[config.mk]
export PLATFORM = sky130hd
export DESIGN_NAME = etc2_block_fetch
export DESIGN_NICKNAME = d
export VERILOG_FILES = /design/src/rtl/etc2_block_fetch.sv
export SDC_FILE = /design/constraint.sdc
export NUM_CORES = 1
export LEC_CHECK = 0
export CAP_MARGIN = 0
export CELL_PAD_IN_SITES_DETAIL_PLACEMENT = 2
export CELL_PAD_IN_SITES_GLOBAL_PLACEMENT = 2
export CORE_ASPECT_RATIO = 0.6
export CORE_MARGIN = 2
export CORE_UTILIZATION = 30
export DETAILED_ROUTE_END_ITERATION = 10
export DONT_BUFFER_PORTS = 1
export MAX_ROUTING_LAYER = met4
export PLACE_DENSITY = 0.66
export SKIP_CTS_REPAIR_TIMING = 1
export SYNTH_ARGS = -nofsm -noshare
export SYNTH_HDL_FRONTEND = slang
export SYNTH_SLANG_ARGS = --single-unit
[constraint.sdc]
create_clock -name sclk -period 9.7 [get_ports sclk]
set_clock_uncertainty 0.2 [all_clocks]
set_input_delay 1.94 -clock sclk [delete_from_list [all_inputs] [get_ports sclk]]
set_output_delay 1.94 -clock sclk [all_outputs]
set_load 0.02 [all_outputs]
[src/rtl/etc2_block_fetch.sv]
// etc2_block_fetch: packs the compressed byte stream into 64-bit ETC2 blocks,
// tags each with punch flag and (x,y), and buffers them in a 2-deep FIFO.
//
// state    | meaning
// IDLE     | waiting for start; no bytes taken
// ASSEMBLE | accepting bytes, assembling and pushing blocks
// DRAIN    | last block pushed; waiting for the FIFO to empty
module etc2_block_fetch #(
   parameter int W_BLKS = 64,
   parameter int H_BLKS = 64,
   parameter int XW     = 6,
   parameter int YW     = 6
) (
   input  logic          sclk,
   input  logic          rsrt,
   input  logic          start,
   input  logic          cfg_punch,
   input  logic [7:0]    byte_in,
   input  logic          byte_rts,
   output logic          byte_rtr,
   output logic [63:0]   blk_data,
   output logic          blk_flags,
   output logic [XW-1:0] blk_x,
   output logic [YW-1:0] blk_y,
   output logic          blk_rts,
   input  logic          blk_rdy,
   output logic          busy,
   output logic          frame_done
);
   typedef enum logic [1:0] {
      IDLE     = 2'd0,
      ASSEMBLE = 2'd1,
      DRAIN    = 2'd2
   } state_t;

   localparam logic [XW-1:0] X_LAST = XW'(W_BLKS - 1);
   localparam logic [YW-1:0] Y_LAST = YW'(H_BLKS - 1);

   state_t          state;
   state_t          state_nxt;
   logic            frame_flag;
   logic [2:0]      byte_cnt;
   logic [55:0]     asm_sr;
   logic [XW-1:0]   cnt_x;
   logic [YW-1:0]   cnt_y;
   logic            pend_valid;
   logic            pend_flag;
   logic [63:0]     pend_data;
   logic [XW-1:0]   pend_x;
   logic [YW-1:0]   pend_y;
   logic [1:0]      fifo_count;
   logic            byte_take;
   logic            blk_done;
   logic            last_blk;
   logic            pop;
   logic            head_load;

   // FIFO entry 0 is the registered head, entry 1 is the in-flight push stage
   assign fifo_count = {1'b0, pend_valid} + {1'b0, blk_rts};
   assign byte_take  = byte_rts && byte_rtr;
   assign blk_done   = byte_take && (byte_cnt == 3'd7);
   assign last_blk   = (cnt_x == X_LAST) && (cnt_y == Y_LAST);
   assign pop        = blk_rts && blk_rdy;
   assign head_load  = pend_valid && (!blk_rts || pop);

   always_ff @(posedge sclk or posedge rsrt) begin
      if (rsrt) begin
         state <= IDLE;
      end else begin
         state <= state_nxt;
      end
   end

   always_comb begin
      state_nxt = state;
      case (state)
         IDLE:     if (start) state_nxt = ASSEMBLE;
         ASSEMBLE: if (blk_done && last_blk) state_nxt = DRAIN;
         DRAIN:    if (fifo_count == 2'd0) state_nxt = IDLE;
         default:  state_nxt = IDLE;
      endcase
   end

   always_comb begin
      byte_rtr   = 1'b0;
      busy       = 1'b0;
      frame_done = 1'b0;
      case (state)
         ASSEMBLE: begin
            byte_rtr = (fifo_count < 2'd2);
            busy     = 1'b1;
         end
         DRAIN: begin
            busy       = 1'b1;
            frame_done = (fifo_count == 2'd0);
         end
         default: ;
      endcase
   end

   always_ff @(posedge sclk or posedge rsrt) begin
      if (rsrt) begin
         frame_flag <= 1'b0;
         byte_cnt   <= '0;
         asm_sr     <= '0;
         cnt_x      <= '0;
         cnt_y      <= '0;
         pend_valid <= 1'b0;
         pend_flag  <= 1'b0;
         pend_data  <= '0;
         pend_x     <= '0;
         pend_y     <= '0;
         blk_data   <= '0;
         blk_flags  <= 1'b0;
         blk_x      <= '0;
         blk_y      <= '0;
         blk_rts    <= 1'b0;
      end else begin
         if ((state == IDLE) && start) begin
            frame_flag <= cfg_punch;
            byte_cnt   <= '0;
            cnt_x      <= '0;
            cnt_y      <= '0;
         end

         if (byte_take) begin
            asm_sr   <= {asm_sr[47:0], byte_in};
            byte_cnt <= byte_cnt + 3'd1;
         end

         if (blk_done) begin
            pend_data <= {asm_sr, byte_in};
            pend_flag <= frame_flag;
            pend_x    <= cnt_x;
            pend_y    <= cnt_y;
            if (cnt_x == X_LAST) begin
               cnt_x <= '0;
               cnt_y <= (cnt_y == Y_LAST) ? '0 : cnt_y + YW'(1);
            end else begin
               cnt_x <= cnt_x + XW'(1);
            end
         end

         // a new push may land in the stage while its old content moves to head
         if (blk_done) begin
            pend_valid <= 1'b1;
         end else if (head_load) begin
            pend_valid <= 1'b0;
         end

         if (head_load) begin
            blk_data  <= pend_data;
            blk_flags <= pend_flag;
            blk_x     <= pend_x;
            blk_y     <= pend_y;
            blk_rts   <= 1'b1;
         end else if (pop) begin
            blk_rts <= 1'b0;
         end
      end
   end
endmodule
==> out/results.tsv <==
metric	value	unit
synthToLayoutAreaGrowth	12.8	%
cp.required	7.56	ns
grt_use_total	14.4	%
arrival	1.83	ns
numCtsBuffers	24	
r2r_end	cnt_y[3]	
placed_area	9330	µm²
reg2reg_from	state[1]	
place_ws	5.60	ns
drc_errors	0	
synthFlopType	dfrtp_1	
endpoint	frame_done	
tns	0	ns
stdcell_area	10100	µm²
switchingPower	645	µW
clock_path_buffers	3	
rsz0062_at_grt	no	
postSynthAreaPerCell	12.4	µm²
dp_cells	1092	
drive_gt1_share	25.2	%
grt_pass1_vias	6174	
seqPwrFrac	51.0	%
worstMarginPinSlew	1.20	ns
hold_start	frame_flag	
vias	5303	
clock_latency	0.52	ns
synth_area	8940	µm²
ff_latch_area	5760	µm²
dp_hpwl	13200	µm
multiInputGateArea	3010	µm²
critPathLaunchType	flop	
path_max_fanout	3	
dieArea	31300	µm²
cellLeakagePower	0.00509	µW
synthCells	723	
synth_cell_types	42	
ys_seq_area_share	64.4	%
synth_top_area_share	64.4	%
setup_ws	5.73	ns
clk_pin_slew	0.06	ns
diodes	0	
min_period	3.97	ns
crit_path_end_kind	output port	
synth_area_leaders	dfrtp_1 (64%), mux2_2 (17%), nand2_1 (10%)	
h-tree-depth	1	
fin_util	34.8	%
reg2reg_depth	7	
synth_seq_cells	230	
grt_max_degree	96	
initial_utilization	30.8	%
fin_cells	1134	
maxSlewHeadroom	19.9	%
crit_path_start	state[0]	
cts_sinks	230	
drtIter0Drc	241	
dieWidth	227	µm
die_y	138	µm
hold_class	flop to flop	
synth_largest_area_cell	dfrtp_1	
gp_congestion	0.723	
clkPwrFrac	37.0	%
synth_edf_count	0	
clock-root-buffer	clkbuf_16	
ys_async_sr_fraction	100	%
setup_violations	0	
post_drt_wl_per_cell	18.4	µm
io_pins	95	
worst-setup-path-type	flop to output port	
synth_most_common_cell	nand2_1	
fmax	252	MHz
postRouteAntennaNets	0	
io_buffer_count	0	
timing.final.crit_share	41.0	%
drv_cap	0	
num-fill-cells	2983	
nets	740	
rows	48	
finalHoldViolations	0	
vias_per_cell	4.68	
switching_share	26.5	%
drt-total-wl	20900	µm
regToRegSetupSlack	6.33	ns
tritoncts	done	
outcome	complete, no violations	
ys_warn_count	0	
ir_drop	0.0990	mV
synth_common_cells	nand2_1 (245), dfrtp_1 (230), mux2_2 (134)	
grt_remaining_overflow	0	
antenna_found_initial	1	
grt_pass1_wl	34300	µm
power.internal	1790	µW
combPwrFrac	12.0	%
fp.coreArea	29000	µm²
dr.pass1.iters	6	
powerDensity	241	nW/µm²
slew_violations	0	
synth_nets	745	
## critical path, stage by stage (launching register included)
cell and delay (ns):
dfrtp_1 0.41, inv_1 0.11, ha_1 0.19, nor3b_1 0.61
## how the worst min path moves through the flow
stage / end / slack, ns / cells after the start
final: pend_flag / 0.27 / 2
after global routing: pend_flag / 0.29 / 2
after global placement: pend_data[59] / 0.25 / 2
after floorplan: pend_data[56] / 0.23 / 2
after CTS: pend_flag / 0.28 / 2
after detailed placement: pend_data[61] / 0.26 / 2
## cells by family (layout without fill, tap and decap cells)
group | after synthesis | in the layout | share of synthesized area (%)
AOI/OAI and AO/OA | 27 | 27 | 2.21
DFF | 230 | 230 | 64.4
buffers and inverters | 42 | 53 | 2.14
and+or+nand+nor | 278 | 278 | 12.9
xor gates and xnor gates | 3 | 3 | 0.294
muxes | 135 | 135 | 17.0
adders and majority gates | 8 | 8 | 1.12
## placed cells by master, fill, tap and decap left out, types with 2 or more instances in the layout
cell       instances
nand2_4            2
nor3b_1            2
o21ai_0           10
or4_1              2
and3_1             3
o211ai_1           3
buf_4              3
or3_1              2
inv_1              5
clkbuf_16         25
xnor2_1            2
clkbuf_8           3
ha_1               8
clkinv_2           6
clkbuf_1           6
nand2b_1           4
nand2_1          243
mux2_2           134
nor4_1             2
a31o_2             2
dfrtp_1          230
a32o_1             2
nand3_1           10
## per-stage QoR
stage / hold WS [ns] / power, µW
2_1_floorplan: 0.233 / 1440
3_3_place_gp: 0.253 / 1530
3_5_place_dp: 0.262 / 1560
4_1_cts: 0.277 / 2490
5_1_grt: 0.295 / 2560
6_report: 0.270 / 2430
## power by group through the flow
| stage | logic [µW] | clock network [µW] | registers (µW) |
|---|---|---|---|
| 2_1_floorplan | 249 | 0 | 1190 |
| 3_3_place_gp | 275 | 0 | 1250 |
| 3_5_place_dp | 298 | 0 | 1260 |
| 4_1_cts | 301 | 938 | 1250 |
| 5_1_grt | 327 | 972 | 1270 |
| 6_report | 292 | 900 | 1240 |
## per-layer routing
metal,up-vias,global-route usage (%),part of all wire (%)
met3,32,3.69,4.8
met4,0,3.36,2.1
met5,-,-,0
met1,2798,18.4,46
li1,2389,-,-
met2,84,23.1,47
## flip-flops by register name (all words and copies together), names as in the netlist
register and cells:
pend_flag 1, pend_data 64, pend_y 6, state 2, blk_x 6, frame_flag 1, asm_sr 56, pend_valid 1
pend_x 6, blk_rts 1, blk_flags 1, byte_cnt 3, cnt_x 6, blk_data 64, blk_y 6, cnt_y 6
## layout make-up
type                            count  share of cell area, %
Clock buffer                       34                   6.83
Tap cell                          400                   4.96
Multi-Input combinational cell    451                   29.8
Clock inverter                      8                  0.719
Inverter                            8                  0.384
Timing Repair Buffer                3                  0.223
Sequential cell                   230                   57.0
(Power assumes the default switching activity.)
